$ cat config.mk
export PLATFORM = sky130hd
export DESIGN_NAME = ghadi_multi_alarm
export DESIGN_NICKNAME = d
export VERILOG_FILES = /design/src/rtl/ghadi_multi_alarm.sv
export SDC_FILE = /design/constraint.sdc
export NUM_CORES = 1
export LEC_CHECK = 0
export ABC_CLOCK_PERIOD_IN_PS = 3100
export CAP_MARGIN = 25
export CORE_MARGIN = 3
export CORE_UTILIZATION = 53
export CTS_BUF_LIST = sky130_fd_sc_hd__clkbuf_16
export DETAILED_ROUTE_END_ITERATION = 16
export PLACE_DENSITY_LB_ADDON = 0.15
export REMOVE_ABC_BUFFERS = 1
export SLEW_MARGIN = 20
export SYNTH_ARGS = -nofsm -noshare
export SYNTH_HDL_FRONTEND = slang
export SYNTH_SLANG_ARGS = --single-unit
$ cat constraint.sdc
create_clock -name Ghadi -period 3.1 [get_ports Ghadi]
set_input_delay 0.62 -clock Ghadi [delete_from_list [all_inputs] [get_ports Ghadi]]
set_output_delay 0.62 -clock Ghadi [all_outputs]
set_load 0.005 [all_outputs]
$ cat src/rtl/ghadi_multi_alarm.sv
// ghadi_multi_alarm: BCD HH:MM:SS alarm clock with NUM_ALARMS programmable slots.
// It provides snooze, automatic ring timeout and lowest-index arbitration.
// Ports:
//   Ghadi, Reset            clock and synchronous active-high reset
//   *_IN digits             BCD HH:MM used by Load_Samay and Load_Alarm
//   Load_Samay              load current time (seconds cleared, prescaler restarted)
//   Load_Alarm, Alarm_Sel,  write slot Alarm_Sel with HH:MM and enable Alarm_Chalu
//   Alarm_Chalu
//   Alarm_Band, Snooze      dismiss / snooze the active alarm
//   Alarm, Alarm_Src        registered ringing flag and the slot that caused it
//   *_OUT digits            current time, BCD
module ghadi_multi_alarm #(
  parameter int CLKS_PER_SEC = 10,
  parameter int NUM_ALARMS   = 4,
  parameter int SNOOZE_MIN   = 5,
  parameter int RING_SEC     = 60,
  localparam int SEL_W       = (NUM_ALARMS > 1) ? $clog2(NUM_ALARMS) : 1
) (
  input  logic             Ghadi,
  input  logic             Reset,
  input  logic [1:0]       Hours_Ki_Tenth_digit_IN,
  input  logic [3:0]       Hours_Ki_Ones_digit_IN,
  input  logic [3:0]       Mins_Ki_Tenth_digit_IN,
  input  logic [3:0]       Mins_Ki_Ones_digit_IN,
  input  logic             Load_Samay,
  input  logic             Load_Alarm,
  input  logic [SEL_W-1:0] Alarm_Sel,
  input  logic             Alarm_Chalu,
  input  logic             Alarm_Band,
  input  logic             Snooze,
  output logic             Alarm,
  output logic [SEL_W-1:0] Alarm_Src,
  output logic [1:0]       Hours_Ki_Tenth_digit_OUT,
  output logic [3:0]       Hours_Ki_Ones_digit_OUT,
  output logic [3:0]       Mins_Ki_Tenth_digit_OUT,
  output logic [3:0]       Mins_Ki_Ones_digit_OUT,
  output logic [3:0]       Secs_Ki_Tenth_digit_OUT,
  output logic [3:0]       Secs_Ki_Ones_digit_OUT
);

  localparam int PRE_W   = (CLKS_PER_SEC > 1) ? $clog2(CLKS_PER_SEC) : 1;
  localparam int SNZ_SEC = SNOOZE_MIN * 60;
  localparam int TMR_MAX = (RING_SEC > SNZ_SEC) ? RING_SEC : SNZ_SEC;
  localparam int TMR_W   = (TMR_MAX > 1) ? $clog2(TMR_MAX + 1) : 1;
  localparam logic [PRE_W-1:0] PRE_LAST = PRE_W'(CLKS_PER_SEC - 1);
  localparam logic [PRE_W-1:0] PRE_ONE  = PRE_W'(1);
  localparam logic [PRE_W-1:0] PRE_ZERO = PRE_W'(0);
  localparam logic [TMR_W-1:0] RING_LD  = TMR_W'(RING_SEC);
  localparam logic [TMR_W-1:0] SNZ_LD   = TMR_W'(SNZ_SEC);
  localparam logic [TMR_W-1:0] TMR_ONE  = TMR_W'(1);
  localparam logic [TMR_W-1:0] TMR_ZERO = TMR_W'(0);
  localparam logic [31:0]      NUM_A_U  = 32'(NUM_ALARMS);

  typedef enum logic [1:0] {
    ST_IDLE    = 2'd0,
    ST_RINGING = 2'd1,
    ST_SNOOZED = 2'd2
  } state_e;

  typedef struct packed {
    logic       en;
    logic [1:0] h_t;
    logic [3:0] h_o;
    logic [3:0] m_t;
    logic [3:0] m_o;
  } slot_t;

  // HH:MM digit legality: hours 00..23, minute tens 0..5, ones digits 0..9.
  function automatic logic hhmm_ok(input logic [1:0] h_t, input logic [3:0] h_o,
                                   input logic [3:0] m_t, input logic [3:0] m_o);
    logic hour_ok;
    hour_ok = (h_t < 2'd2) ? (h_o <= 4'd9) : ((h_t == 2'd2) && (h_o <= 4'd3));
    return hour_ok && (m_t <= 4'd5) && (m_o <= 4'd9);
  endfunction

  logic [PRE_W-1:0] pre_q, pre_d;
  logic [1:0]       h_t_q, h_t_d;
  logic [3:0]       h_o_q, h_o_d, m_t_q, m_t_d, m_o_q, m_o_d, s_t_q, s_t_d, s_o_q, s_o_d;
  slot_t            slot_q [NUM_ALARMS];
  slot_t            slot_d [NUM_ALARMS];
  state_e           state_q, state_d;
  logic [TMR_W-1:0] tmr_q, tmr_d;
  logic [SEL_W-1:0] src_q, src_d;
  logic             alarm_q, alarm_d;

  logic             tick_s, in_ok_s, samay_ok_s, alarm_wr_s, src_off_s, sec_edge_s, hit_s;
  logic [SEL_W-1:0] hit_idx_s;
  slot_t            new_slot_s;

  // Decode tick, input validity and the qualified load strobes.
  always_comb begin
    tick_s     = (pre_q == PRE_LAST);
    in_ok_s    = hhmm_ok(Hours_Ki_Tenth_digit_IN, Hours_Ki_Ones_digit_IN,
                         Mins_Ki_Tenth_digit_IN, Mins_Ki_Ones_digit_IN);
    samay_ok_s = Load_Samay && in_ok_s;
    alarm_wr_s = Load_Alarm && in_ok_s && (32'(Alarm_Sel) < NUM_A_U);
    src_off_s  = alarm_wr_s && !Alarm_Chalu && (Alarm_Sel == src_q);
    new_slot_s = '{en: Alarm_Chalu, h_t: Hours_Ki_Tenth_digit_IN, h_o: Hours_Ki_Ones_digit_IN,
                   m_t: Mins_Ki_Tenth_digit_IN, m_o: Mins_Ki_Ones_digit_IN};
  end

  // Prescaler and BCD time next-state; a valid load wins over the tick.
  always_comb begin
    pre_d = pre_q;
    h_t_d = h_t_q; h_o_d = h_o_q; m_t_d = m_t_q; m_o_d = m_o_q; s_t_d = s_t_q; s_o_d = s_o_q;
    if (samay_ok_s) begin
      pre_d = PRE_ZERO;
      h_t_d = Hours_Ki_Tenth_digit_IN;
      h_o_d = Hours_Ki_Ones_digit_IN;
      m_t_d = Mins_Ki_Tenth_digit_IN;
      m_o_d = Mins_Ki_Ones_digit_IN;
      s_t_d = 4'd0;
      s_o_d = 4'd0;
    end else if (tick_s) begin
      pre_d = PRE_ZERO;
      if (s_o_q != 4'd9) begin
        s_o_d = s_o_q + 4'd1;
      end else begin
        s_o_d = 4'd0;
        if (s_t_q != 4'd5) begin
          s_t_d = s_t_q + 4'd1;
        end else begin
          s_t_d = 4'd0;
          if (m_o_q != 4'd9) begin
            m_o_d = m_o_q + 4'd1;
          end else begin
            m_o_d = 4'd0;
            if (m_t_q != 4'd5) begin
              m_t_d = m_t_q + 4'd1;
            end else begin
              m_t_d = 4'd0;
              if ((h_t_q == 2'd2) && (h_o_q == 4'd3)) begin
                h_t_d = 2'd0;
                h_o_d = 4'd0;
              end else if (h_o_q == 4'd9) begin
                h_o_d = 4'd0;
                h_t_d = h_t_q + 2'd1;
              end else begin
                h_o_d = h_o_q + 4'd1;
              end
            end
          end
        end
      end
    end else begin
      pre_d = pre_q + PRE_ONE;
    end
  end

  // Slot writes and match search; descending scan so the lowest index wins.
  always_comb begin
    hit_s      = 1'b0;
    hit_idx_s  = {SEL_W{1'b0}};
    // Only the edge that lands on HH:MM:00 can trigger, never the cycles that follow it.
    sec_edge_s = (samay_ok_s || tick_s) && (s_t_d == 4'd0) && (s_o_d == 4'd0);
    for (int i = NUM_ALARMS - 1; i >= 0; i--) begin
      slot_d[i] = (alarm_wr_s && (32'(Alarm_Sel) == 32'(i))) ? new_slot_s : slot_q[i];
      if (sec_edge_s && slot_q[i].en && (slot_q[i].h_t == h_t_d) && (slot_q[i].h_o == h_o_d)
          && (slot_q[i].m_t == m_t_d) && (slot_q[i].m_o == m_o_d)) begin
        hit_s     = 1'b1;
        hit_idx_s = SEL_W'(i);
      end else begin
        hit_s     = hit_s;
        hit_idx_s = hit_idx_s;
      end
    end
  end

  // Alarm FSM: ring/snooze timers count ticks; dismiss beats snooze.
  always_comb begin
    state_d = state_q;
    tmr_d   = tmr_q;
    src_d   = src_q;
    case (state_q)
      ST_IDLE: begin
        if (hit_s) begin
          state_d = ST_RINGING;
          tmr_d   = RING_LD;
          src_d   = hit_idx_s;
        end else begin
          state_d = ST_IDLE;
        end
      end
      ST_RINGING: begin
        if (Alarm_Band || src_off_s) begin
          state_d = ST_IDLE;
        end else if (Snooze) begin
          state_d = ST_SNOOZED;
          tmr_d   = SNZ_LD;
        end else if (tick_s) begin
          if (tmr_q <= TMR_ONE) begin
            state_d = ST_IDLE;
            tmr_d   = TMR_ZERO;
          end else begin
            tmr_d = tmr_q - TMR_ONE;
          end
        end else begin
          state_d = ST_RINGING;
        end
      end
      ST_SNOOZED: begin
        if (Alarm_Band || src_off_s) begin
          state_d = ST_IDLE;
        end else if (tick_s) begin
          if (tmr_q <= TMR_ONE) begin
            state_d = ST_RINGING;
            tmr_d   = RING_LD;
          end else begin
            tmr_d = tmr_q - TMR_ONE;
          end
        end else begin
          state_d = ST_SNOOZED;
        end
      end
      default: begin
        state_d = ST_IDLE;
        tmr_d   = TMR_ZERO;
      end
    endcase
    alarm_d = (state_d == ST_RINGING);
  end

  // State registers with synchronous reset overriding every other input.
  always_ff @(posedge Ghadi) begin
    if (Reset) begin
      pre_q   <= PRE_ZERO;
      h_t_q   <= 2'd0;
      h_o_q   <= 4'd0;
      m_t_q   <= 4'd0;
      m_o_q   <= 4'd0;
      s_t_q   <= 4'd0;
      s_o_q   <= 4'd0;
      state_q <= ST_IDLE;
      tmr_q   <= TMR_ZERO;
      src_q   <= {SEL_W{1'b0}};
      alarm_q <= 1'b0;
      for (int i = 0; i < NUM_ALARMS; i++) begin
        slot_q[i] <= slot_t'(15'd0);
      end
    end else begin
      pre_q   <= pre_d;
      h_t_q   <= h_t_d;
      h_o_q   <= h_o_d;
      m_t_q   <= m_t_d;
      m_o_q   <= m_o_d;
      s_t_q   <= s_t_d;
      s_o_q   <= s_o_d;
      state_q <= state_d;
      tmr_q   <= tmr_d;
      src_q   <= src_d;
      alarm_q <= alarm_d;
      for (int i = 0; i < NUM_ALARMS; i++) begin
        slot_q[i] <= slot_d[i];
      end
    end
  end

  assign Alarm                    = alarm_q;
  assign Alarm_Src                = src_q;
  assign Hours_Ki_Tenth_digit_OUT = h_t_q;
  assign Hours_Ki_Ones_digit_OUT  = h_o_q;
  assign Mins_Ki_Tenth_digit_OUT  = m_t_q;
  assign Mins_Ki_Ones_digit_OUT   = m_o_q;
  assign Secs_Ki_Tenth_digit_OUT  = s_t_q;
  assign Secs_Ki_Ones_digit_OUT   = s_o_q;

endmodule

# Yosys cells after proc, flatten, opt, wreduce, memory -nomap -nowiden
# Memories as Yosys holds them, arrays and structs flattened.
# Index checks and enable logic that the tools add are counted.
# op_classes
add_sub_neg	8
order_cmp	6
n_eq_ne	37
muxes	72
bitwise	4
reduce_logical	44
# ops
op	n
2-to-1 mux 15 bit	8
2-to-1 mux 4 bit	26
2-to-1 mux 9 bit	8
equality test 4 bit	12
2-to-1 mux 2 bit	19
logical AND 1 bit	34
case mux 9 bit (3 select lines)	1
adder 4 x 1 -> 4 bit, second input constant	6
equality test 2 bit	5
equality test 2 bit, second input constant	5
less-or-equal comparator 9 x 1 -> 1 bit, second input constant	1
2-to-1 mux 1 bit	9
subtractor 9 x 1 -> 9 bit, second input constant	1
equality test 4 bit, second input constant	2
less-or-equal comparator 4 bit, second input constant	2
logical NOT 4 bit	2
inequality test 2 bit, second input constant	4
inequality test 4 x 3 -> 1 bit, second input constant	2
inequality test 4 bit, second input constant	2
equality test 2 x 1 -> 1 bit, second input constant	3
case mux 2 bit (3 select lines)	1
AND reduction 5 bit	1
equality test 4 x 2 -> 1 bit, second input constant	1
less-or-equal comparator 4 x 2 -> 1 bit, second input constant	1
10 further kinds	15
# word_totals
reg_bits	40
mem_bits_rw	60
n_memories	1
# memory_table
name	depth	word_bits	read_ports	rd_clocked_by_memory_dff	write_ports	line	text
slot_q	4	15	4	0	4	79	slot_t slot_q [NUM_ALARMS];

# Longest topological paths before layout
# Gate-level depths: netlist of the first run.
# logic_depth
depth_word	22
ltp_mapped	13
ltp_nobuf	12

# Worst setup path after synthesis of the first run
# Ideal clock, no wire load.
# synth_timing
path_kind	input -> register
start	in Mins_Ki_Ones_digit_IN[1]
end	reg tmr_q[2]
setup_time_ps	79
arrival_time_ps	2992
t_required_ps	3021
slack_ps	29
stages	12
cell_sequence	buf_2 > o21ai_1 > nand2_1 > nor2_1 > clkbuf_1 > nand2_1 > a221oi_1 > nand4_1 > nor4_1 > nor2_2 > a211o_1 > o211ai_1
# synth_via
elab_chain_len	18
# synth_lines
element	line	text
from (decl)	24	input logic [3:0] Mins_Ki_Ones_digit_IN,
less-or-equal comparator 4 bit	73	return hour_ok && (m_t <= 4'd5) && (m_o <= 4'd9);
logical AND 1 bit	73	
logical AND 1 bit	95	samay_ok_s = Load_Samay && in_ok_s;
2-to-1 mux 4 bit	106	if (samay_ok_s) begin
logical NOT 4 bit	155	sec_edge_s = (samay_ok_s || tick_s) && (s_t_d == 4'd0) && (s_o_d == 4'd0);
logical AND 1 bit (2 in series)	155	
logical AND 1 bit (3 in series)	158	if (sec_edge_s && slot_q[i].en && (slot_q[i].h_t == h_t_d) && (slot_q[i].h_o == h_o_d)
logical AND 1 bit (2 in series)	159	&& (slot_q[i].m_t == m_t_d) && (slot_q[i].m_o == m_o_d)) begin
2-to-1 mux 1 bit (4 in series)	158	
inequality test 2 bit (no source line)	--	
AND reduction 5 bit (no source line) (*)	--	
to (signal assigned)	249	tmr_q <= tmr_d;
to (decl)	82	logic [TMR_W-1:0] tmr_q, tmr_d;
# Every way passes the cells marked *; elsewhere a longest branch is shown, timed or not.
# A chain may end at the register's enable or synchronous reset.

# Worst setup path in the final report of the first run
# layout_timing
start	reg s_t_q[3] (netlist: Secs_Ki_Tenth_digit_OUT[3])
end	reg src_q[0] (netlist: Alarm_Src[0])
# layout_via
elab_chain_len	18
# layout_lines
element	line	text
from (decl)	78	logic [3:0] h_o_q, h_o_d, m_t_q, m_t_d, m_o_q, m_o_d, s_t_q, s_t_d, s_o_q, s_o_d;
from (signal assigned)	246	s_t_q <= s_t_d;
adder 4 x 1 -> 4 bit or inequality test 4 x 3 -> 1 bit (tied branches)	121, 120	
2-to-1 mux 4 bit	120	if (s_t_q != 4'd5) begin
2-to-1 mux 4 bit	116	if (s_o_q != 4'd9) begin
2-to-1 mux 4 bit	114	end else if (tick_s) begin
2-to-1 mux 4 bit	106	
logical NOT 4 bit	155	
logical AND 1 bit (2 in series)	155	
logical AND 1 bit (3 in series)	158	
logical AND 1 bit (2 in series)	159	
2-to-1 mux 1 bit (4 in series)	158	
AND reduction 2 bit (no source line)	--	
to (signal assigned)	235	src_q <= {SEL_W{1'b0}};
to (signal assigned)	250	src_q <= src_d;
to (decl)	83	logic [SEL_W-1:0] src_q, src_d;
# Several ways; a longest one is shown, not always the timed one.

==> results of run 1 <==
final timing paths:
path / start / to / slack [ns] / cells past startpoint
worst max-delay path: Secs_Ki_Tenth_digit_OUT[3] / Alarm_Src[0] / -0.12 / 12
worst min-delay path: slot_q[3][8] / slot_q[3][8] / 0.47 / 2
worst max register to register: Secs_Ki_Tenth_digit_OUT[3] / Alarm_Src[0] / -0.12 / 12
worst min register to register: slot_q[3][8] / slot_q[3][8] / 0.47 / 2
worst max-delay path, cell delays in order, from the launching register on:
cell	delay [ns]
dfxtp_1	0.32
buf_4	0.15
nand4bb_1	0.28
nor4_2	0.41
xnor2_2	0.20
xor2_1	0.18
o311ai_1	0.39
nand4_1	0.26
nor4_4	0.41
buf_4	0.20
nor2b_4	0.04
o21ai_0	0.16
and3_1	0.17
where the power goes:
part / internal, uW / leakage (uW) / switching, uW / total (uW)
clock network: 528 / 0.000142 / 491 / 1020
logic: 190 / 0.00201 / 217 / 407
registers: 1300 / 0.000808 / 12.8 / 1310
total: 2020 / 0.00296 / 720 / 2740
registers in the layout (all words and copies together) (netlist names):
register and count:
Mins_Ki_Tenth_digit_OUT 4, Alarm 1, Secs_Ki_Ones_digit_OUT 4, Hours_Ki_Tenth_digit_OUT 2
Hours_Ki_Ones_digit_OUT 4, slot_q 60, Alarm_Src 2, state_q 2
Mins_Ki_Ones_digit_OUT 4, tmr_q 9, Secs_Ki_Tenth_digit_OUT 4, pre_q 4
synthesized netlist by cell type (21+ instances only):
| library cell | number |
|---|---|
| mux2i_1 | 31 |
| nor3_1 | 22 |
| nand3_1 | 21 |
| a21oi_1 | 45 |
| o21ai_0 | 21 |
| dfxtp_1 | 100 |
| clkbuf_1 | 30 |
| xor2_1 | 28 |
| xnor2_1 | 38 |
| nor2_1 | 80 |
| nand2_1 | 89 |
kinds of logic after synthesis:
group	after synthesis	synth area share [%]
AOI/OAI and AO/OA	140	15.8
and+or+nand+nor	302	26.6
buffers and inverters	62	4.65
DFF	100	34.6
muxes	35	6.45
adders and majority gates	7	1.52
xor gates and xnor gates	67	10.4
per-stage QoR:
step                      hold slack (ns)  utilization [%]
after floorplan                     0.427                -
after global placement              0.447             67.9
after detailed placement            0.464             67.9
after CTS                           0.473             74.0
after global routing                0.495             75.8
final                               0.474             75.8
routing by layer:
| metal | global-route usage, % | up-vias | wire length (um) |
|---|---|---|---|
| li1 | - | 2811 | - |
| met1 | 38.2 | 2779 | 7750 |
| met2 | 52.0 | 265 | 9400 |
| met3 | 6.36 | 57 | 1420 |
| met4 | 12.2 | 0 | 676 |
| met5 | 0 | - | 0 |
repair_timing:
item | CTS | global route
hold buffers | 0 | 0
setup buffers | 16 | 1
pin swaps | 29 | 17
gates cloned | 1 | 0
endpoints found under the setup margin | 13 | 13
gates resized for setup | 58 | 36
area by class of cell:
cell class | count | area, um2 | share of cell area (%)
clock buffers | 9 | 225 | 2.84
clock inverters | 7 | 28.8 | 0.363
flip-flops and latches | 100 | 2010 | 25.3
well taps | 136 | 170 | 2.14
inverters | 18 | 67.6 | 0.851
multi-input cells | 551 | 3890 | 49.0
repair buffers | 178 | 1550 | 19.5
==> metrics.txt, run 1 <==
Worst Skew roughly 0.011 ns; Worst Tran Pin Value 0.561 ns; pwr dens 345 mW/mm2; antenna violations before repair 0; # port buffers 47; Relative slew margins 62.4%; RSZ-0062 raised after global routing true; YS warnings 0; total power 2740 uW; failing checks negative setup slack; CP Class reg2reg; DP Area 0.00710 mm2; HP Class reg2reg; die height roughly 110 um; clk sinks 100; diode count 0; worst vdd ir between 300 and 400 uV; final cell count without fillers 999; CTS buffer count 9; Netlist cell types 83; crit share post-route 104%; fin crit period between 3 and 4 ns; design area about 0.008 mm2; setup TNS -1.43 ns; DP Wirelength between 10000 and 15000 um; Worst Setup End Kind flip-flop; Mean Syn Cell Area 8.11 um2; Starting Density 55.2%; core area 0.0105 mm2; commonest non-fill, non-tap cell in the layout buf_4; final setup vio count 13; ys async rst share 0%; Area Overhead vs Synth 37.3%; share of cells above drive strength 1 25.4%; ANT nets after route 0; commonest non-fill, non-tap cells in the layout buf_4 (119), dfxtp_1 (96), nand2_1 (87), nor2_1 (77), a21oi_1 (43); die extent in x 110 um; routed wire length per instance 19.3 um; Synth Flop Type dfxtp_1; startpoint types flip-flop; setup ws final -0.122 ns; first-pass GRT wire length 30400 um; drt via density 5.92; Post-synth EDFFs 0; pin count of the biggest net entering global routing 42; WP data required approximately 3.4 ns; drt drc 0; Slew Limit Fails 0; fmax 310 MHz; Worst EP arrival about 3.5 ns; worst-skew pair later-pin latency 0.36 ns; sequential-to-total area share from yosys stat 34.6%; share of the synthesized area in the top cell type 34.6%; Routed Wire Length 19200 um; worst-path fanout max 7; Final #Nets 888; vias after detailed routing 5912; Die ar. 0.0122 mm2; Cells after Synth between 700 and 800; 1st-iter DRT viols 569; number of global-route vias before repair about 5900; Worst-path clk slew roughly 0.07 ns; CTS Buffer Depth 2; placed cell count 965; FF+latch count, synth 100; Leakage 0.00296 uW; Tot GR Track Use roughly 31%; Mapped Area 0.00578 mm2; fillcell total about 770; Area contributors post-synth dfxtp_1 (35%), nand2_1 (5.8%), xnor2_1 (5.8%); GPL Wtd Cong 1.01; Cell Rows 37; dpl ws -0.671 ns; Pre-antenna DRT Iters 5; clock root buffer master clkbuf_16; Yosys top cell by area dfxtp_1; CTS H-tree lvls 3; TritonCTS clock tree built; Max Cap Violations 0; IO Pins 48; grt total ovfl 0; status complete, but fails checks; Final Hold Fails 0
(Power assumes the default switching activity.)
==> run 2: changes to the inputs <==
Settings changed: CORE_ASPECT_RATIO set to 0.7.
==> metrics.txt, run 2 (synthesis gave the netlist of run 1 again) <==
CP bufs+invs 3 (+1); worst hold endpoint slot_q[0][11]; antenna violations before repair 0 (unchanged); Pre-antenna DRT Iters 5 (unchanged); max reg flops 60 (unchanged); number of global-route vias before repair 5467 (-6.6%); Cell Rows 31 (-16%); die extent in x 131 um (+18%); worst-skew pair later-pin latency 0.35 ns (about the same); pwr dens 352 mW/mm2 (+2.0%); startpoint types primary input; GPL Wtd Cong 0.981 (-2.8%); core area 0.0105 mm2 (about the same); Final Hold Fails 0 (unchanged); CTS H-tree lvls 3 (unchanged); clock root buffer master clkbuf_16; CP Class in2reg; delay of the slowest cell on the worst path 0.54 ns (+0.13 ns); Final #Nets 887 (-0.11%); Crit path max-delay family simple AND/OR/NAND/NOR gates; TritonCTS clock tree built; routed wire length per instance 19.4 um (+0.65%); clk sinks 100 (unchanged); Leakage 0.00291 uW (-1.7%); Worst Skew 0.00690 ns (-0.00369 ns); Area Overhead vs Synth 36.3%; first-pass GRT wire length 29300 um (-3.6%); Worst Setup End Kind flip-flop; sequential share of power 47.4% (-0.5 points); NetSw 743 uW (+3.1%); diode count 0 (unchanged); internal power 2030 uW (+0.51%); Crit path depth 13 (+1); grt total ovfl 0 (unchanged); Routed Wire Length 19300 um (about the same); Starting Density 55.2% (about the same); status complete, but fails checks; worst-path fanout max 7 (unchanged); Max Cap Violations 0 (unchanged); IO Pins 48 (unchanged); slowest CP cell or4b_4; commonest non-fill, non-tap cell in the layout buf_4; CTS Buffer Depth 2 (unchanged); WP data required 3.32 ns (-0.08 ns); share of cells above drive strength 1 24.9% (-0.52 points); drt via density 6.00 (+1.4%); r2r worst-path depth 13 (+1); combinational share of power 14.3% (-0.6 points); drt drc 0 (unchanged); dpl ws -0.849 ns (-0.179 ns); crit share post-route 104% (+0.49 points); top flop regs slot_q x60, tmr_q x9; die height 93.4 um (-15%); HP Class reg2reg; failing checks negative setup slack; Worst R2R Start Mins_Ki_Tenth_digit_OUT[2]; 1st-iter DRT viols 599 (+5.3%); placed cell count 959 (-0.62%); Biggest register slot_q; switching share of power 26.8% (+0.50 points); Worst R2R End tmr_q[8]; Hold-fix buffers, CTS 0 (unchanged); Slew Limit Fails 0 (unchanged); final setup vio count 13 (unchanged); Clock Power Share 38.3% (+1.1 points); Worst Tran Pin Value 0.613 ns (+0.0520 ns); setup ws final -0.137 ns (-0.0152 ns); Worst Hold Depth 2 (unchanged); fillcell total 786 (+2.7%); worst vdd ir 292 uV (-19%); final cell count without fillers 993 (-0.60%); r2r setup slk -0.13 ns (about the same); vias after detailed routing 5961 (+0.83%); Tot GR Track Use 31.1% (+0.38 points); DP Wirelength 14000 um (+3.9%); fin crit period 3.24 ns (+0.0152 ns); Worst-path clk slew 0.07 ns (about the same); commonest non-fill, non-tap cells in the layout buf_4 (116), dfxtp_1 (98), nand2_1 (89), nor2_1 (76), a21oi_1 (42); Critical Path, Cell by Cell clkdlybuf4s50_1, o21ai_1, nand2_1, nor2_4, buf_4, or4b_4, a31oi_4, nand4_1, nor4_4, nor2_2, a21oi_2, buf_6, o32ai_1; Worst EP arrival 3.46 ns (-0.06 ns); ANT nets after route 0 (unchanged); HP Start slot_q[0][11]; fmax 309 MHz (-0.47%); CTS buffer count 9 (unchanged); pin count of the biggest net entering global routing 58 (+38%); RSZ-0062 raised after global routing true; # port buffers 47 (unchanged); Die ar. 0.0122 mm2 (+0.16%); Relative slew margins 59.1% (-3.3 points)
run 2: cell types whose count changed in the layout (fill, tap and decap cells not counted), moves of 3 or more:
cell and delta:
buf_6 +5, inv_1 -4, buf_4 -3, dlymetal6s2s_1 -3
inv_6 +3, nor3_1 +3, nor3_2 -3, o21ai_1 +3
run 2: area by class of cell:
type	instances	area, um2	share of cell area (%)
clock inverters	6	46.3	0.588
clock buffers	9	225	2.86
flip-flops and latches	100	2000	25.5
repair buffers	177	1490	19.0
well taps	132	165	2.10
multi-input cells	551	3870	49.2
inverters	18	67.6	0.858
run 2: worst max path at each step:
stage,from,to,slack (ns)
finish,Mins_Ki_Ones_digit_IN[1],tmr_q[8],-0.14
global route,Mins_Ki_Ones_digit_IN[1],tmr_q[5],-0.31
CTS,pre_q[1],tmr_q[4],-0.02
detailed placement,Hours_Ki_Ones_digit_IN[3],tmr_q[8],-0.85
global placement,Hours_Ki_Ones_digit_IN[3],tmr_q[8],-0.70
floorplan,Load_Samay,tmr_q[8],-0.14
run 2: worst register-to-register path: stages, from the launching register on:
cell,delay [ns]
dfxtp_1,0.41
nor3b_1,0.25
nand3_1,0.23
buf_4,0.21
o31a_1,0.31
o31a_1,0.26
buf_6,0.14
xnor2_1,0.18
nand4_1,0.24
nor4_4,0.37
nor2_2,0.10
a21oi_2,0.18
buf_6,0.16
o32ai_1,0.07
run 2: timing repair:
item                                    4_1_cts  5_1_grt
gates resized for setup                      55       38
endpoints found under the setup margin       13       13
setup buffers                                 9       10
pin swaps                                    18       27
run 2: metal layers:
layer / wire [um] / global-route usage [%] / share of wire, % / up-vias
met1: 8960 / 46.6 / 47 / 2872
met2: 8380 / 44.4 / 44 / 241
met3: 1560 / 6.68 / 8.1 / 40
met5: 0 / 0 / 0 / -
li1: - / - / - / 2808
met4: 359 / 9.50 / 1.9 / 0
run 2: power by group through the flow:
| stage | Combinational (uW) | Clock, uW | Sequential [uW] |
|---|---|---|---|
| floorplan | 134 | 0 | 1340 |
| global placement | 327 | 0 | 1340 |
| detailed placement | 331 | 0 | 1340 |
| CTS | 362 | 1070 | 1310 |
| global route | 419 | 1130 | 1310 |
| finish | 396 | 1060 | 1310 |
run 2: per-stage QoR:
step	total power (uW)	hold WS, ns	util, %	instance area (um2)	TNS (ns)
after floorplan	1480	0.427	-	5580	-1.40
after global placement	1670	0.445	67.4	7050	-8.72
after detailed placement	1670	0.459	67.4	7050	-10.42
after CTS	2750	0.469	72.9	7640	-0.0806
after global routing	2860	0.484	75.2	7880	-3.27
final	2770	0.472	75.2	7880	-1.34
==> run 3: changes to the inputs <==
Settings changed: SKIP_LAST_GASP set to 1.
==> metrics.txt, run 3 (synthesis gave the netlist of run 1 again) <==
top flop regs slot_q x60, tmr_q x9; DP Wirelength 14000 um (unchanged); die height 93.4 um (unchanged); NetSw 744 uW (+0.21%); Routed Wire Length 19300 um (about the same); Worst EP arrival 3.46 ns (about the same); Final #Nets 887 (unchanged); number of global-route vias before repair 5467 (unchanged); Die ar. 0.0122 mm2 (unchanged); failing checks negative setup slack; Tot GR Track Use 31.1% (unchanged); HP Class reg2reg; crit share post-route 105% (+0.14 points); GPL Wtd Cong 0.981 (unchanged); core area 0.0105 mm2 (unchanged); Worst Skew 0.00690 ns (+0.00000238 ns); first-pass GRT wire length 29300 um (unchanged); switching share of power 26.9% (+0.048 points); pin count of the biggest net entering global routing 58 (unchanged); fin crit period 3.24 ns (+0.00422 ns); Slew Limit Fails 0 (unchanged); antenna violations before repair 0 (unchanged); CTS H-tree lvls 3 (unchanged); TritonCTS clock tree built; Met1 Wirelength 8930 um (-0.33%); post-layout util 75.2% (about the same); Cell Rows 31 (unchanged); internal power 2030 uW (about the same); setup ws final -0.142 ns (-0.00422 ns); 1st-iter DRT viols 547 (-8.7%); slowest CP cell dfxtp_1; worst vdd ir 291 uV (-0.63%); vias after detailed routing 5983 (+0.37%); setup TNS -1.32 ns (+0.0113 ns); status complete, but fails checks; routed wire length per instance 19.4 um (about the same); max reg flops 60 (unchanged); Hold-fix buffers, CTS 0 (unchanged); worst-path fanout max 7 (unchanged); fmax 308 MHz (-0.13%); commonest non-fill, non-tap cell in the layout buf_4; clock root buffer master clkbuf_16; grt total ovfl 0 (unchanged); ANT nets after route 0 (unchanged); pwr dens 352 mW/mm2 (about the same); startpoint types flip-flop; Worst Setup End Kind flip-flop; die extent in x 131 um (unchanged); delay of the slowest cell on the worst path 0.41 ns (-0.13 ns); RSZ-0062 raised after global routing true; CTS Buffer Depth 2 (unchanged); Final Hold Fails 0 (unchanged); Critical Path, Cell by Cell nor3b_1, nand3_1, buf_4, o31a_1, o31a_1, buf_6, xnor2_1, nand4_1, nor4_4, nor2_2, a21oi_2, buf_6, o32ai_1; Crit path max-delay family simple AND/OR/NAND/NOR gates; diode count 0 (unchanged); Relative slew margins 59.3% (+0.13 points); CTS buffer count 9 (unchanged); sequential share of power 47.4% (about the same); WL met3 1520 um (-2.6%); Worst-path clk slew 0.07 ns (about the same); IO Pins 48 (unchanged); share of cells above drive strength 1 24.9% (unchanged); drt via density 6.03 (+0.37%); Met2 Wirelength 8470 um (+1.1%); commonest non-fill, non-tap cells in the layout buf_4 (117), dfxtp_1 (98), nand2_1 (89), nor2_1 (76), a21oi_1 (42); combinational share of power 14.3% (about the same); # port buffers 47 (unchanged); final setup vio count 13 (unchanged); Starting Density 55.2% (unchanged); Area Overhead vs Synth 36.2% (about the same); Highest Signal Layer met4; worst-skew pair later-pin latency 0.35 ns (about the same); Worst Tran Pin Value 0.611 ns (-0.00191 ns); Leakage 0.00291 uW (about the same); WP data required 3.32 ns (about the same); Pre-antenna DRT Iters 8 (+3); CP Class reg2reg; drt drc 0 (unchanged); Max Cap Violations 0 (unchanged); CP bufs+invs 3 (unchanged); clk sinks 100 (unchanged); Biggest register slot_q; Clock Power Share 38.4% (about the same)
-- run 3: cell types whose count changed in the layout (fill, tap and decap cells not counted) --
cell     previous run  this run
buf_6              13        12
buf_4             116       117
o21ai_0            18        19
o21ai_1             6         5
-- run 3: worst paths after layout --
check / from / end / slack, ns / cells after the start
max: Mins_Ki_Tenth_digit_OUT[2] / tmr_q[8] / -0.14 / 13
min: slot_q[0][11] / slot_q[0][11] / 0.47 / 2
max reg2reg: Mins_Ki_Tenth_digit_OUT[2] / tmr_q[8] / -0.14 / 13
min reg2reg: slot_q[0][11] / slot_q[0][11] / 0.47 / 2
-- run 3: area by class of cell --
cell class | count | area [um2]
clock buffer | 9 | 225
inverter | 18 | 67.6
fill | 788 | 2600
clock inverter | 6 | 46.3
sequential | 100 | 2000
tap | 132 | 165
timing repair buffer | 177 | 1490
multi-input combinational | 551 | 3870
-- run 3: routing by layer --
layer	track usage [%]	vias to the layer above
met5	0	-
met4	9.50	0
met3	6.68	40
met2	44.4	226
met1	46.6	2907
li1	-	2810
-- run 3: worst register-to-register path, cell delays in order, from the launching register on --
cell and delay (ns):
dfxtp_1 0.41, nor3b_1 0.25, nand3_1 0.22, buf_4 0.21
o31a_1 0.31, o31a_1 0.26, buf_6 0.14, xnor2_1 0.18
nand4_1 0.25, nor4_4 0.37, nor2_2 0.10, a21oi_2 0.18
buf_6 0.15, o32ai_1 0.08
-- run 3: what timing repair did --
item,CTS,global route
cloned,0,0
gates resized for setup,55,36
pin swaps,18,27
buffers inserted,9,10
setup endpoints to repair,13,13
-- run 3: stage by stage --
stage	std cells	total power [uW]	setup WS, ns	area, um2	hold slack [ns]
global placement	959	1670	-0.701	7050	0.445
CTS	983	2750	-0.0219	7640	0.469
floorplan	669	1480	-0.144	5580	0.427
global route	993	2860	-0.304	7870	0.484
detailed placement	959	1670	-0.849	7050	0.459
finish	993	2770	-0.142	7870	0.474
-- run 3: power by group through the flow --
stage	logic (uW)	registers (uW)	clock network, uW
after floorplan	134	1340	0
after global placement	327	1340	0
after detailed placement	331	1340	0
after CTS	362	1310	1070
after global routing	418	1310	1130
final	395	1310	1060
==> RTL change 1: new RTL, config.mk and constraints of run 1 <==
`SNOOZE_MIN`: 5 -> 10.
--- a/src/rtl/ghadi_multi_alarm.sv
+++ b/src/rtl/ghadi_multi_alarm.sv
@@ -13,5 +13,5 @@
   parameter int CLKS_PER_SEC = 10,
   parameter int NUM_ALARMS   = 4,
-  parameter int SNOOZE_MIN   = 5,
+  parameter int SNOOZE_MIN   = 10,
   parameter int RING_SEC     = 60,
   localparam int SEL_W       = (NUM_ALARMS > 1) ? $clog2(NUM_ALARMS) : 1
Function: no difference found for any inputs over 4 cycles, from zero or initial values and one cycle with Reset high; that may be too few to reach the edited logic, so the function may still have changed.
==> RTL change 1 against run 1 <==
  * The flow still finishes with violations (negative setup slack)
  * Cell count rose by 2.9%
  * Worst hold slack improved by 0.026 ns
  * Total power rose by 8.1%
  * Wire length rose by 5.1%
  * Setup slack got worse by 0.43 ns
  * Sequential cell count rose by 1
  * Synthesized area rose by 3.5%
  * Utilization rose by 2.0 points
  * Design area rose by 7.3%
  * First-iteration DRC count fell by 4.7%
  * Non-clock buffer count rose by 37
  * Fmax fell by 12%
==> RTL change 1: results (changes against run 1) <==
\begin{tabular}{lr}
\hline
Metric & Value \\
\hline
\multicolumn{2}{l}{\textbf{Detailed routing}} \\
Starting DRT DRC Count & 542 (-4.7\%) \\
Routed vias & 6129 (+3.7\%) \\
Initial DRT Pass Iterations & 8 (+3) \\
DR WL/cell & 19.7 um (+2.2\%) \\
\multicolumn{2}{l}{\textbf{Place}} \\
IO Port Bufs & 47 (unchanged) \\
\multicolumn{2}{l}{\textbf{Yosys}} \\
Adder and majority cell fraction of the synthesized area & 1.46\% (-0.052 points) \\
Cell types with the highest counts after synthesis & sky130\_fd\_sc\_hd\_\_dfxtp\_1 (101), sky130\_fd\_sc\_hd\_\_nor2\_1 (100), sky130\_fd\_sc\_hd\_\_mux2i\_1 (61) \\
Multiplexer share of the synthesized area & 10.4\% (+3.9 points) \\
Fraction of synthesized cell area in xor and xnor cells & 10.2\% (-0.21 points) \\
Top area cells in the synthesized netlist & sky130\_fd\_sc\_hd\_\_dfxtp\_1 (34\%), sky130\_fd\_sc\_hd\_\_mux2i\_1 (10\%), sky130\_fd\_sc\_hd\_\_nor2\_1 (6.3\%) \\
Register area share after synthesis & 33.8\% (-0.85 points) \\
Unique masters post-synth & 80 (-3.6\%) \\
\multicolumn{2}{l}{\textbf{Timing}} \\
Min setup slack post-route & -0.554 ns (-0.432 ns) \\
Smallest hold slack & 0.500 ns (+0.0261 ns) \\
Setup skew after layout & 0.00715 ns (-0.00344 ns) \\
Worst-case headroom to the max-slew limit & 60.3\% (-2.1 points) \\
Final setup violation count & 14 (+1) \\
\multicolumn{2}{l}{\textbf{Worst setup path}} \\
Reg2Reg Capture Point & tmr\_q[5] \\
Highest cell delay on the worst timing path & 0.58 ns (+0.17 ns) \\
Reg2Reg Launch Point & Hours\_Ki\_Ones\_digit\_OUT[1] \\
Arrival time reported for the critical path endpoint & 3.91 ns (+0.39 ns) \\
Master of the slowest instance on the critical path & sky130\_fd\_sc\_hd\_\_or4b\_4 \\
\multicolumn{2}{l}{\textbf{Pwr}} \\
Leakage power & 3.35 nW (+13\%) \\
Maximum vdd ir drop & 0.464 mV (+29\%) \\
\multicolumn{2}{l}{\textbf{Min path}} \\
Start point of the worst hold path & tmr\_q[6] \\
\multicolumn{2}{l}{\textbf{Global route}} \\
Total GRT Usage & 31.6\% (+0.90 points) \\
First-pass GRT wire length & 31400 um (+3.4\%) \\
Largest net degree at the start of global routing & 79 (+88\%) \\
\multicolumn{2}{l}{\textbf{CTS}} \\
Total clock buffers created by CTS & 9 (unchanged) \\
\multicolumn{2}{l}{\textbf{Run status}} \\
Violated checks & negative setup slack \\
Run status & finished, violations left \\
\multicolumn{2}{l}{\textbf{Layout}} \\
Nets & 913 (+2.8\%) \\
Fraction of layout instances using a drive strength above 1 & 29.8\% (+4.5 points) \\
Registers with the most flip-flops & slot\_q x60, tmr\_q x10 \\
\hline
\end{tabular}
RTL change 1: changes by cell type after synthesis, moves of 6 or more:
cell,change
sky130_fd_sc_hd__a21oi_1,-20
sky130_fd_sc_hd__clkbuf_1,-6
sky130_fd_sc_hd__mux2i_1,+30
sky130_fd_sc_hd__nand2_1,-55
sky130_fd_sc_hd__nand4_1,-6
sky130_fd_sc_hd__nor2_1,+20
sky130_fd_sc_hd__nor2b_1,+6
RTL change 1: worst max-delay path by stage:
stage                          startpoint  endpoint  slack, ns  cells after the start
6_report       Hours_Ki_Ones_digit_OUT[1]  tmr_q[5]      -0.55                     13
5_1_grt        Hours_Ki_Ones_digit_OUT[1]  tmr_q[2]      -0.66                     13
4_1_cts         Mins_Ki_Ones_digit_OUT[1]  tmr_q[9]      -0.48                     13
3_5_place_dp    Mins_Ki_Tenth_digit_IN[2]  tmr_q[5]      -1.11                     13
3_3_place_gp    Mins_Ki_Tenth_digit_IN[2]  tmr_q[2]      -1.14                     13
2_1_floorplan   Secs_Ki_Ones_digit_OUT[3]  tmr_q[2]      -0.81                     10
RTL change 1: cell type report:
cell class	instances	area share, %
inverters	20	0.881
well taps	140	2.06
clock inverters	7	1.13
flip-flops and latches	101	23.9
clock buffers	9	2.64
multi-input cells	536	48.0
repair buffers	215	21.4
RTL change 1: through the flow:
| stage | area [um2] | setup WS [ns] | utilization [%] | setup TNS [ns] | cells |
|---|---|---|---|---|---|
| final | 8520 | -0.554 | 77.9 | -6.82 | 1028 |
| after global routing | 8520 | -0.658 | 77.9 | -8.01 | 1028 |
| after CTS | 8200 | -0.484 | 75.0 | -6.20 | 1020 |
| after detailed placement | 7670 | -1.11 | 70.1 | -13.99 | 999 |
| after global placement | 7670 | -1.14 | 70.1 | -14.61 | 999 |
| after floorplan | 5800 | -0.810 | - | -29.08 | 657 |
RTL change 1: metal layers:
| metal | vias to the layer above | wire, um | track usage, % |
|---|---|---|---|
| li1 | 2869 | - | - |
| met4 | 0 | 704 | 12.2 |
| met1 | 2963 | 8500 | 40.2 |
| met2 | 237 | 9790 | 52.1 |
| met3 | 60 | 1240 | 7.60 |
| met5 | - | 0 | 0 |
RTL change 1: power breakdown:
part	switching (mW)	leakage [nW]	internal, mW
clock	0.524	0.160	0.712
sequential	0.0126	0.820	1.31
combinational	0.209	2.37	0.191
total	0.745	3.35	2.21
RTL change 1: repair_timing:
action | CTS | global route
gates cloned | 1 | 0
buffers inserted | 4 | 8
endpoints found under the setup margin | 14 | 14
resized for setup | 42 | 50
pin swaps | 18 | 25
RTL change 1: tightest hold or removal path, delay by kind of cell, from the launching register on:
| kind | cells | cell delay [ns] |
|---|---|---|
| muxes | 1 | 0.06 |
| and+or+nand+nor | 1 | 0.06 |
| DFF | 1 | 0.33 |
==> RTL change 2: new RTL, config.mk and constraints of run 1 <==
Without the edit above. Encoding of `state_e`: now one-hot (3 bits for 3 states).
--- a/src/rtl/ghadi_multi_alarm.sv
+++ b/src/rtl/ghadi_multi_alarm.sv
@@ -52,8 +52,8 @@
   localparam logic [31:0]      NUM_A_U  = 32'(NUM_ALARMS);
 
-  typedef enum logic [1:0] {
-    ST_IDLE    = 2'd0,
-    ST_RINGING = 2'd1,
-    ST_SNOOZED = 2'd2
+  typedef enum logic [2:0] {
+    ST_IDLE    = 3'b001,
+    ST_RINGING = 3'b010,
+    ST_SNOOZED = 3'b100
   } state_e;
 
Behaviour: no difference found for any inputs over 4 cycles, from zero or initial values and one cycle with Reset high; so few cycles prove little.
==> RTL change 2 against run 1 <==
  * The run still ends with negative setup slack left
  * Design area rose by 5.0%
  * Synthesized area rose by 5.3%
  * Setup slack got worse by 0.42 ns
  * Wire length rose by 0.69%
  * Worst hold slack got worse by 0.0079 ns
  * Critical path depth rose by 1
  * Total power rose by 4.4%
  * Die area rose by 5.1%
  * Via count rose by 4.1%
  * Sequential cell count rose by 1
  * Critical path type unchanged
  * Largest cell class unchanged
  * Largest power group unchanged
==> RTL change 2: results (changes against run 1) <==
\begin{tabular}{lr}
\hline
Metric & Value \\
\hline
\multicolumn{2}{l}{\textbf{Detailed routing}} \\
Met3 Routed Length & 1180 um (-17\%) \\
Routed vias & 6154 (+4.1\%) \\
Met1 Routed Length & 8610 um (+11\%) \\
Met2 layer wire length in the routed design & 9040 um (-3.8\%) \\
Starting DRT DRC Count & 625 (+9.8\%) \\
Avg Vias per Cell & 5.99 (+1.3\%) \\
\multicolumn{2}{l}{\textbf{Timing}} \\
Setup skew after layout & 0.00471 ns (-0.00588 ns) \\
Final setup violation count & 14 (+1) \\
Min setup slack post-route & -0.543 ns (-0.421 ns) \\
\multicolumn{2}{l}{\textbf{Yosys}} \\
Adder and majority cell fraction of the synthesized area & 1.44\% (-0.077 points) \\
Top area cells in the synthesized netlist & sky130\_fd\_sc\_hd\_\_dfxtp\_1 (33\%), sky130\_fd\_sc\_hd\_\_mux2i\_1 (10\%), sky130\_fd\_sc\_hd\_\_nor2\_1 (6.5\%) \\
Compound-Gate Fraction of Synth Area & 14.5\% (-1.3 points) \\
\multicolumn{2}{l}{\textbf{Min path}} \\
Start point of the worst hold path & tmr\_q[6] \\
\multicolumn{2}{l}{\textbf{Layout}} \\
Fraction of layout instances using a drive strength above 1 & 26.0\% (+0.67 points) \\
\multicolumn{2}{l}{\textbf{Worst setup path}} \\
Master of the slowest instance on the critical path & sky130\_fd\_sc\_hd\_\_or4\_4 \\
Startpoint of the most critical setup path & Secs\_Ki\_Tenth\_digit\_OUT[1] \\
Reg2Reg Capture Point & state\_q[0] \\
Crit-path max FO & 5 (-2) \\
Depth of the worst register-to-register path & 13 (+1) \\
Arrival time reported for the critical path endpoint & 3.89 ns (+0.37 ns) \\
\multicolumn{2}{l}{\textbf{Run status}} \\
Violated checks & negative setup slack \\
Run status & finished, violations left \\
\multicolumn{2}{l}{\textbf{Pwr}} \\
Psw & 724 uW (+0.48\%) \\
Int Power & 2.13 mW (+5.8\%) \\
\multicolumn{2}{l}{\textbf{Global route}} \\
First-pass GRT wire length & 30700 um (+0.97\%) \\
\multicolumn{2}{l}{\textbf{Place}} \\
Gp weighted congestion & 0.960 (-4.9\%) \\
\hline
\end{tabular}
RTL change 2: changes by cell type after synthesis, sizes merged, moves of 6 or more:
cell   delta
nand2    -50
mux2i    +28
nor2     +24
a21oi    -20
nand4    -10
and3      +9
nor3      +9
buf       -7
o21ai     +7
nor2b     +6
xnor2     -6
RTL change 2: timing repair:
| action | 4_1_cts | 5_1_grt |
|---|---|---|
| resized for setup | 46 | 28 |
| setup buffers | 5 | 8 |
| pin swaps | 21 | 13 |
| endpoints found under the setup margin | 14 | 14 |
| hold buffers | 0 | 0 |
RTL change 2: per-stage QoR:
stage | setup TNS, ns | worst slack, ns | hold WS (ns)
floorplan | -21.69 | -1.17 | 0.431
global placement | -12.12 | -0.936 | 0.440
detailed placement | -11.67 | -0.897 | 0.454
CTS | -6.44 | -0.524 | 0.466
global route | -8.17 | -0.633 | 0.505
finish | -6.83 | -0.543 | 0.466
RTL change 2: per-layer routing:
layer | vias up | global-route usage [%]
met5 | - | 0
met4 | 0 | 13.0
met3 | 46 | 4.39
met2 | 266 | 49.2
met1 | 2960 | 39.4
li1 | 2882 | -
RTL change 2: area by class of cell:
class                           instances  area (um2)
Clock buffer                            9         225
Fill cell                             774        2700
Clock inverter                          7        56.3
Tap cell                              140         175
Sequential cell                       101        2030
Inverter                               13        48.8
Multi-Input combinational cell        563        4120
Timing Repair Buffer                  194        1680
RTL change 2: cell families (layout without fill, tap and decap cells):
kind of cell               after synthesis  count (layout)
buffers and inverters                   54             223
DFF                                    101             101
muxes                                   63              63
adders and majority gates                7               7
xor gates and xnor gates                63              63
and+or+nand+nor                        302             302
AOI/OAI and AO/OA                      128             128
